### src/rtl/redmule_mx_pkg.sv
// Shared MX decoder / packer definitions.
// Element width, FP16 type and word-geometry helpers.
package redmule_mx_pkg;

    localparam int unsigned FP16_W = 16;

    typedef logic [FP16_W-1:0] fp16_t;

    typedef enum logic {
        SLOT_EMPTY = 1'b0,
        SLOT_FULL  = 1'b1
    } slot_e;

    function automatic int unsigned calc_beats(
        input int unsigned out_w,
        input int unsigned lanes,
        input int unsigned bitw
    );
        return out_w / (lanes * bitw);
    endfunction

    function automatic int unsigned calc_out_elems(
        input int unsigned out_w,
        input int unsigned bitw
    );
        return out_w / bitw;
    endfunction

endpackage

### src/rtl/redmule_mx_fp16_packer.sv
// Packs narrow FP16 decoder beats into full-width operand words.
// Partial words at tile end are flushed with zero padding.
module redmule_mx_fp16_packer
    import redmule_mx_pkg::*;
#(
    parameter int unsigned BITW      = FP16_W,
    parameter int unsigned NUM_LANES = 4,
    parameter int unsigned OUT_W     = 256,
    localparam int unsigned NUM_OUT_ELEMS = calc_out_elems(OUT_W, BITW)
) (
    input  logic                      clk_i,
    input  logic                      rst_i,
    input  logic                      fp16_valid_i,
    output logic                      fp16_ready_o,
    input  logic [NUM_LANES*BITW-1:0] fp16_data_i,
    input  logic                      fp16_last_i,
    output logic                      out_valid_o,
    input  logic                      out_ready_i,
    output logic [OUT_W-1:0]          out_data_o,
    output logic [NUM_OUT_ELEMS-1:0]  out_strb_o,
    output logic                      out_last_o
);

    localparam int unsigned BEAT_W = NUM_LANES * BITW;
    localparam int unsigned BEATS  = calc_beats(OUT_W, NUM_LANES, BITW);
    localparam int unsigned CNT_W  = (BEATS > 1) ? $clog2(BEATS) : 1;

    if ((OUT_W % BEAT_W) != 0) begin : g_bad_cfg
        $error("OUT_W must be a multiple of NUM_LANES*BITW");
    end

    logic [CNT_W-1:0]         cnt_q, cnt_d;
    logic [OUT_W-1:0]         asm_q, asm_d;
    logic [NUM_OUT_ELEMS-1:0] strb_q, strb_d;
    slot_e                    slot_q, slot_d;
    logic [OUT_W-1:0]         out_data_q, out_data_d;
    logic [NUM_OUT_ELEMS-1:0] out_strb_q, out_strb_d;
    logic                     out_last_q, out_last_d;

    logic [OUT_W-1:0]         merge_data;
    logic [NUM_OUT_ELEMS-1:0] merge_strb;
    logic                     in_ready;
    logic                     accept;
    logic                     complete;

    // Input stalls on every beat while a finished word is still waiting.
    assign in_ready = ~rst_i & ((slot_q == SLOT_EMPTY) | out_ready_i);
    assign accept   = fp16_valid_i & in_ready;
    assign complete = accept
                    & ((cnt_q == CNT_W'(BEATS - 1)) | fp16_last_i);

    always_comb begin
        merge_data = asm_q;
        merge_strb = strb_q;
        for (int b = 0; b < BEATS; b++) begin
            if (cnt_q == CNT_W'(b)) begin
                merge_data[b*BEAT_W +: BEAT_W]       = fp16_data_i;
                merge_strb[b*NUM_LANES +: NUM_LANES] = '1;
            end
        end
    end

    always_comb begin
        cnt_d      = cnt_q;
        asm_d      = asm_q;
        strb_d     = strb_q;
        out_data_d = out_data_q;
        out_strb_d = out_strb_q;
        out_last_d = out_last_q;
        if (complete) begin
            cnt_d      = '0;
            asm_d      = '0;
            strb_d     = '0;
            out_data_d = merge_data;
            out_strb_d = merge_strb;
            out_last_d = fp16_last_i;
        end else if (accept) begin
            cnt_d  = cnt_q + 1'b1;
            asm_d  = merge_data;
            strb_d = merge_strb;
        end
    end

    always_ff @(posedge clk_i) begin
        if (rst_i) begin
            slot_q <= SLOT_EMPTY;
        end else begin
            slot_q <= slot_d;
        end
    end

    always_comb begin
        slot_d = slot_q;
        unique case (slot_q)
            SLOT_EMPTY: if (complete) slot_d = SLOT_FULL;
            SLOT_FULL:  if (out_ready_i && !complete) slot_d = SLOT_EMPTY;
            default:    slot_d = SLOT_EMPTY;
        endcase
    end

    always_comb begin
        out_valid_o  = (slot_q == SLOT_FULL);
        fp16_ready_o = in_ready;
    end

    always_ff @(posedge clk_i) begin
        if (rst_i) begin
            cnt_q      <= '0;
            asm_q      <= '0;
            strb_q     <= '0;
            out_data_q <= '0;
            out_strb_q <= '0;
            out_last_q <= 1'b0;
        end else begin
            cnt_q      <= cnt_d;
            asm_q      <= asm_d;
            strb_q     <= strb_d;
            out_data_q <= out_data_d;
            out_strb_q <= out_strb_d;
            out_last_q <= out_last_d;
        end
    end

    assign out_data_o = out_data_q;
    assign out_strb_o = out_strb_q;
    assign out_last_o = out_last_q;

endmodule
### config.mk
export PLATFORM = sky130hd
export DESIGN_NAME = redmule_mx_fp16_packer
export DESIGN_NICKNAME = d
export VERILOG_FILES = /design/src/rtl/redmule_mx_pkg.sv /design/src/rtl/redmule_mx_fp16_packer.sv
export SDC_FILE = /design/constraint.sdc
export NUM_CORES = 1
export LEC_CHECK = 0
export BUFFER_PORTS_ARGS = -buffer_cell sky130_fd_sc_hd__buf_2
export CORE_MARGIN = 2
export CORE_UTILIZATION = 52
export CTS_BUF_LIST = sky130_fd_sc_hd__clkbuf_16
export DETAILED_ROUTE_END_ITERATION = 8
export PLACE_DENSITY = 0.77
export REMOVE_ABC_BUFFERS = 1
export SLEW_MARGIN = 20
export SYNTH_ARGS = -nofsm -noshare
export SYNTH_HDL_FRONTEND = slang
export SYNTH_SLANG_ARGS = --single-unit
### constraint.sdc
create_clock -name clk_i -period 1.7 [get_ports clk_i]
set_input_delay 0.17 -clock clk_i [delete_from_list [all_inputs] [get_ports clk_i]]
set_output_delay 0.17 -clock clk_i [all_outputs]
set_load 0.05 [all_outputs]
### Word-level counts from Yosys, hierarchy flattened

Cells that the tools add are included.

* output and inout port bits: 275
* latch bits: 0
* bits of input ports: 69
* memories: 0
* bits in read-only memories: 0
* register bits after elaboration: 548
* RAM bits: 0

* shifts and indexed selects: 0
* reductions and logical operators: 4
* eq/ne operators: 3
* $add $sub $neg: 1
* bitwise operators: 7
* multiply operators: 0
* order comparisons: 0
* div/mod/pow operators: 0
* mux-type cells: 11

Operators by type and width (number)
* two-way mux 64 bit: 4
* two-way mux 4 bit: 4
* equality test 2 bit (second input constant): 2
* bitwise AND 1 bit: 3
* adder 2 x 1 -> 2 bit (second input constant): 1
* equality test 2 x 1 -> 1 bit (second input constant): 1
* zero test 2 bit: 1
* two-way mux 1 bit: 2
* inverter 1 bit: 2
* OR 1 bit: 2
* one-hot mux 1 bit (2 select lines): 1
* OR reduction 2 bit: 1
* logical AND 1 bit: 1
* zero test 1 bit: 1

### Depth between registers and ports, before layout

Gate-level depths: netlist of run 1.

* depth after elaboration: 9
* depth in mapped cells: 9
* gate-level depth less buffers: 5

### Least setup slack after synthesis of run 1

No wires, ideal clock.

* kind: reg2out
* start point: reg slot_q, in the netlist out_valid_o
* end point: out fp16_ready_o
* setup slack: -303 ps
* arrival time: 1833 ps
* cell stages (with the launch flop): 6
* data required time: 1530 ps
* cell sequence: dfxtp_1 -> nor2b_1 -> clkbuf_1 -> buf_2 -> buf_1 -> nor2_1

* cells in the longest elaborated chain, start to end: 3

Ends and longest elaborated chain
* start: declaration: line redmule_mx_fp16_packer.sv:35 `slot_e slot_q, slot_d;`
* start signal: assignment: line redmule_mx_fp16_packer.sv:88 `slot_q <= slot_d;`
* inverter 1 bit
* OR 1 bit: line redmule_mx_fp16_packer.sv:47 `assign in_ready = ~rst_i & ((slot_q == SLOT_EMPTY) | out_ready_i);`
* bitwise AND 1 bit: line redmule_mx_fp16_packer.sv:47
* end: declaration: line redmule_mx_fp16_packer.sv:14 `output logic fp16_ready_o,`

Every way passes these cells.

### Final worst setup path of run 1

* start point: reg slot_q, in the netlist out_valid_o
* end point: reg asm_q[62]

* cells in the longest elaborated chain, start to end: 6

Ends and longest elaborated chain
* inverter 1 bit *
* OR 1 bit *: line redmule_mx_fp16_packer.sv:47
* bitwise AND 1 bit *: line redmule_mx_fp16_packer.sv:47
* bitwise AND 1 bit *: line redmule_mx_fp16_packer.sv:48 `assign accept = fp16_valid_i & in_ready;`
* bitwise AND 1 bit: line redmule_mx_fp16_packer.sv:50 `& ((cnt_q == CNT_W'(BEATS - 1)) | fp16_last_i);`
* OR reduction 2 bit (no source line)
* end signal: assignment: line redmule_mx_fp16_packer.sv:116 `asm_q <= asm_d;`
* end: declaration: line redmule_mx_fp16_packer.sv:33 `logic [OUT_W-1:0] asm_q, asm_d;`

Mark *: on every way between the ends. The rest lies on a longest branch, timed or not.
A chain may end at the register's enable or synchronous reset.

==> results of run 1 <==
[synth_stat cells]
cell type,n
dfxtp_1,548
a21oi_1,260
o31ai_1,257
mux2i_1,256
nand4_1,256
o2bb2ai_1,204
clkbuf_1,189
buf_1,84
buf_2,75
a31oi_1,68
a211oi_1,64
buf_6,26
o21a_1,16
nor2_1,13
buf_4,10
nor3_1,8
inv_1,6
ha_1,4
nand3_1,4
nor4_1,4
nand2b_1,3
nor2b_1,2
o21ai_0,2
a31o_1,1
a31oi_4,1
and3_1,1
or2_1,1
[path summary, 6_finish.rpt]
check                                  endpoint  slack [ns]
worst min register to register  out_data_o[123]        0.46
worst min-delay path            out_data_o[227]        0.13
worst max register to register        asm_q[62]       -0.04
worst max-delay path                  asm_q[62]       -0.04
[power by group]
group	switching (W)	internal (W)	leakage [nW]
logic	0.00221	0.00117	5.29
registers	0.000145	0.0131	4.43
clock network	0.00520	0.00663	0.883
total	0.00756	0.0209	10.6
[metal layers]
| layer | vias to the layer above | share of wire, % | global-route usage (%) |
|---|---|---|---|
| li1 | 9669 | - | - |
| met1 | 10600 | 42 | 42.1 |
| met2 | 1156 | 46 | 47.7 |
| met3 | 168 | 8.4 | 5.03 |
| met4 | 4 | 3.3 | 11.1 |
| met5 | - | 0.036 | 0 |
[flip-flops by register name, summed over array words and instances (netlist names)]
signal       flops
out_strb_o      16
cnt_q            2
out_last_o       1
out_data_o     256
asm_q          256
out_valid_o      1
strb_q          16
[layout make-up]
cell class	instances	area, sq um	share of cell area [%]
Multi-Input combinational cell	1425	10800	36.8
Timing Repair Buffer	589	5090	17.3
Clock buffer	55	1380	4.69
Inverter	6	33.8	0.115
Sequential cell	548	11000	37.4
Clock inverter	44	344	1.17
Tap cell	592	741	2.52
[per-stage QoR]
| stage | hold slack [ns] | utilization, % | instances | total power (W) |
|---|---|---|---|---|
| after floorplan | 0.239 | - | 1979 | 0.0152 |
| after global placement | 0.440 | 59.5 | 3066 | 0.0164 |
| after detailed placement | 0.441 | 59.5 | 3066 | 0.0165 |
| after CTS | 0.127 | 65.3 | 3240 | 0.0283 |
| after global routing | 0.163 | 66.5 | 3259 | 0.0292 |
| final | 0.130 | 66.5 | 3259 | 0.0284 |
[kinds of logic (layout without fill, tap and decap cells)]
logic type / after synthesis / in the layout / share of synthesized area (%)
AOI/OAI and AO/OA: 873 / 873 / 26.2
adders and majority gates: 4 / 4 / 0.215
buffers and inverters: 390 / 694 / 7.71
DFF: 548 / 548 / 47.2
muxes: 256 / 256 / 11.0
and+or+nand+nor: 292 / 292 / 7.66
[worst max-delay path, cell delays in order (launching register included)]
cell and delay, ns:
dfxtp_4 0.35, nor2b_4 0.14, buf_6 0.13, buf_4 0.15, buf_12 0.16, buf_16 0.20
o31ai_1 0.32, a21oi_1 0.14
[what timing repair did]
item,4_1_cts,5_1_grt
setup buffers,8,8
endpoints found under the hold margin,463,0
setup endpoints to repair,264,140
hold buffers,66,0
pin swaps,3,17
cloned,1,11
resized for setup,20,48
==> metrics.yaml, run 1 <==
core-area_sq_um: 44100
cp_max_fo: 50
die-height_microns: 215
critPathRequiredTime_ns: 2.20
routed_wl_mm: 75.6
ys_types: 27
drive_above_1_share_pct: 24.9
place_ws_ns: -0.0818
fin_tns_setup_ns: -0.225
report.final.slew_viol_count: 0
holdCritPathClass: "primary input to register"
fill_cells: 3359
die-area_sq_um: 46400
numCtsBuffers: 55
placement_rows: 77
tritoncts: "built"
grt_remaining_overflow: 0
skew_ns: 0.0140
r2r-start: "out_valid_o"
cp-start-kind: "register"
worstMarginPinSlew_ns: 0.687
drt_iter0_drc: 2186
grt_pass1_wl_mm: 116
gp_routability_congestion: 0.846
synthToLayoutAreaGrowth_pct: 26.3
final_common_cell: "dfxtp_1"
seq_area_frac_synth_pct: 47.2
drv_cap: 0
start_util_pct: 52.7
wire_per_inst_microns: 23.2
holdPathStages: 4
rr_worst_depth: 7
max_freq_mhz: 574
drc: 0
syn_avg_cell_area_sq_um: 9.83
pin_count: 344
synthCells: 2363
hold_viol: 0
final_cell_mix: "dfxtp_1, buf_2, a21oi_1"
io_buffers: 343
antenna_found_initial: 3
grt_max_degree: 107
period_needed_ns: 1.74
htreeDepth: 2
power_density_nw_per_um2: 968
hp-start: "rst_i"
diodes: 0
finish.instance_area_sq_um: 29300
synth_seq_cells: 548
setup_viol: 20
maxSlewHeadroom_pct: 54.2
clock_latency_ns: 0.62
vias: 21600
ir_drop_mv: 0.790
finalNetCount: 2698
crit_type: "register to register"
firstDrtPassIters: 6
cts_buffer_depth: 3
dieWidth_microns: 215
yosysTopAreaCell: "dfxtp_1"
synth_area_sq_um: 23200
status: "finished, violations left"
viasPerCell: 6.62
synthTopCellsByArea: "dfxtp_1, mux2i_1, o31ai_1, o2bb2ai_1, nand4_1"
ys_warn_count: 0
min_period_over_period_pct: 103
worst_ep_arrival_time_ns: 2.24
grt.total_usage_pct: 30.3
fin_ws_ns: -0.0429
placed_area_sq_um: 26200
cp-end-kind: "register"
grt_pass1_vias: 20400
cp-startpoint: "out_valid_o"
leakage_nw: 10.6
cts-root-buf: "clkbuf_16"
violations: "setup timing"
clk_pin_slew_worst_paths_ns: 0.07
synth_top_cell_area_share_pct: 47.2
clkSinkCount: 548
ant_nets: 0
dp_hpwl_mm: 44.8
rsz0062_at_grt: "true"
Note: power is estimated with default switching activity, not from simulation.
==> run 2: changes to the inputs <==
==> constraint.sdc (replaced) <==
create_clock -name clk_i -period 1.7 [get_ports clk_i]
set_input_delay 0.34 -clock clk_i [delete_from_list [all_inputs] [get_ports clk_i]]
set_output_delay 0.34 -clock clk_i [all_outputs]
set_load 0.05 [all_outputs]
==> run 2 against run 1 <==
The flow still finishes with violations (setup timing). Register-to-register slack improved by 0.05 ns. Routed wire length shrank 1.2%. Sequential power barely moved. Setup slack worse by 0.017 ns. Sequential cell count did not move. Maximum frequency fell by 0.98%. Utilization down 0.79 points. Largest power group unchanged.
==> metrics.yaml, run 2 (same netlist as run 1, synthesis figures left out) <==
worst_ep_arrival_time_ns: 1.42
finish.instance_area_sq_um: 29000
grt_max_degree: 142
routed_wl_mm: 74.7
dieWidth_microns: 215
final_cell_mix: "dfxtp_1, buf_2, a21oi_1"
grt_pass1_wl_mm: 113
ant_nets: 0
drt_iter0_drc: 2589
viasPerCell: 6.66
drv_cap: 0
tritoncts: "built"
rsz0062_at_grt: "true"
crit_type: "register to output port"
critPathRequiredTime_ns: 1.36
grt.total_usage_pct: 29.6
fin_hold_ws_ns: 0.0636
core-area_sq_um: 44100
ir_drop_mv: 0.730
grt_pass1_vias: 20000
firstDrtPassIters: 7
placed_area_sq_um: 26200
m1WireLength_mm: 31.2
maxSlewHeadroom_pct: 43.5
cp-end-kind: "output port"
holdPathStages: 3
cts_buffer_depth: 3
grt_remaining_overflow: 0
clkSinkCount: 548
wire_per_inst_microns: 23.2
highest-signal-layer: "met5"
power_density_nw_per_um2: 1010
holdCritPathClass: "primary input to register"
cp-start-kind: "register"
report.final.slew_viol_count: 0
worstMarginPinSlew_ns: 0.848
wl_met2_mm: 34.5
vias: 21400
hold_viol: 0
fin_tns_setup_ns: -0.0601
setup_viol: 1
power_w: 0.0292
routed-wl-met3_mm: 6.46
clock_latency_ns: 0.61
rr_worst_depth: 8
synthToLayoutAreaGrowth_pct: 24.8
violations: "setup timing"
start_util_pct: 52.7
clk_pin_slew_worst_paths_ns: 0.06
fin_ws_ns: -0.0601
status: "finished, violations left"
drc: 0
max_freq_mhz: 568
final_common_cell: "dfxtp_1"
die-height_microns: 215
antenna_found_initial: 5
cp_max_fo: 2
placement_rows: 77
drive_above_1_share_pct: 26.4
htreeDepth: 2
period_needed_ns: 1.76
io_buffers: 343
die-area_sq_um: 46400
cts-root-buf: "clkbuf_16"
finalNetCount: 2649
min_period_over_period_pct: 104
pin_count: 344
ctsHoldBuffers: 0
leakage_nw: 10.5
gp_routability_congestion: 0.812
skew_ns: 0.0201
dp_hpwl_mm: 44.5
numCtsBuffers: 56
[run 2: area by class of cell]
cell class / count / area, sq um
timing repair buffer: 539 / 4540
clock inverter: 45 / 452
inverter: 6 / 27.5
sequential: 548 / 11000
multi-input combinational: 1425 / 10800
fill: 3385 / 15100
tap: 592 / 741
antenna: 2 / 5.00
clock buffer: 57 / 1430
[run 2: where the power goes]
| group | switching (W) | internal (W) | leakage (nW) | total, W |
|---|---|---|---|---|
| Combinational | 0.00220 | 0.00110 | 5.12 | 0.00330 |
| Clock | 0.00528 | 0.00744 | 0.940 | 0.0127 |
| Sequential | 0.000141 | 0.0131 | 4.43 | 0.0132 |
| Total | 0.00762 | 0.0216 | 10.5 | 0.0292 |
[run 2: what timing repair did]
action	4_1_cts	5_1_grt
setup buffers	6	18
resized for setup	13	69
pin swaps	2	8
gates cloned	3	10
setup endpoints to repair	389	146
[run 2: per-stage QoR]
stage	cells	setup slack, ns	util (%)
2_1_floorplan	1979	-18.42	-
3_3_place_gp	3073	-0.0632	59.4
3_5_place_dp	3073	-0.0903	59.4
4_1_cts	3184	-0.0845	64.1
5_1_grt	3213	-0.112	65.7
6_report	3214	-0.0601	65.7
[run 2: worst max-delay path, stage by stage (launching register included)]
cell and delay (ns):
dfxtp_2 0.32, nor2b_4 0.13, buf_12 0.13, nor2_4 0.09, buf_8 0.15
[run 2: worst paths after layout]
path,startpoint,endpoint,slack [ns]
worst max-delay path,out_valid_o,fp16_ready_o,-0.06
worst min-delay path,fp16_data_i[8],asm_q[136],0.06
worst max register to register,cnt_q[0],out_data_o[14],0.01
worst min register to register,out_data_o[210],out_data_o[210],0.46
[run 2: routing by layer]
layer / vias to the layer above / GRT usage [%]
met1: 10500 / 40.8
met4: 4 / 10.6
met5: - / 0
li1: 9559 / -
met2: 1216 / 46.6
met3: 177 / 5.54
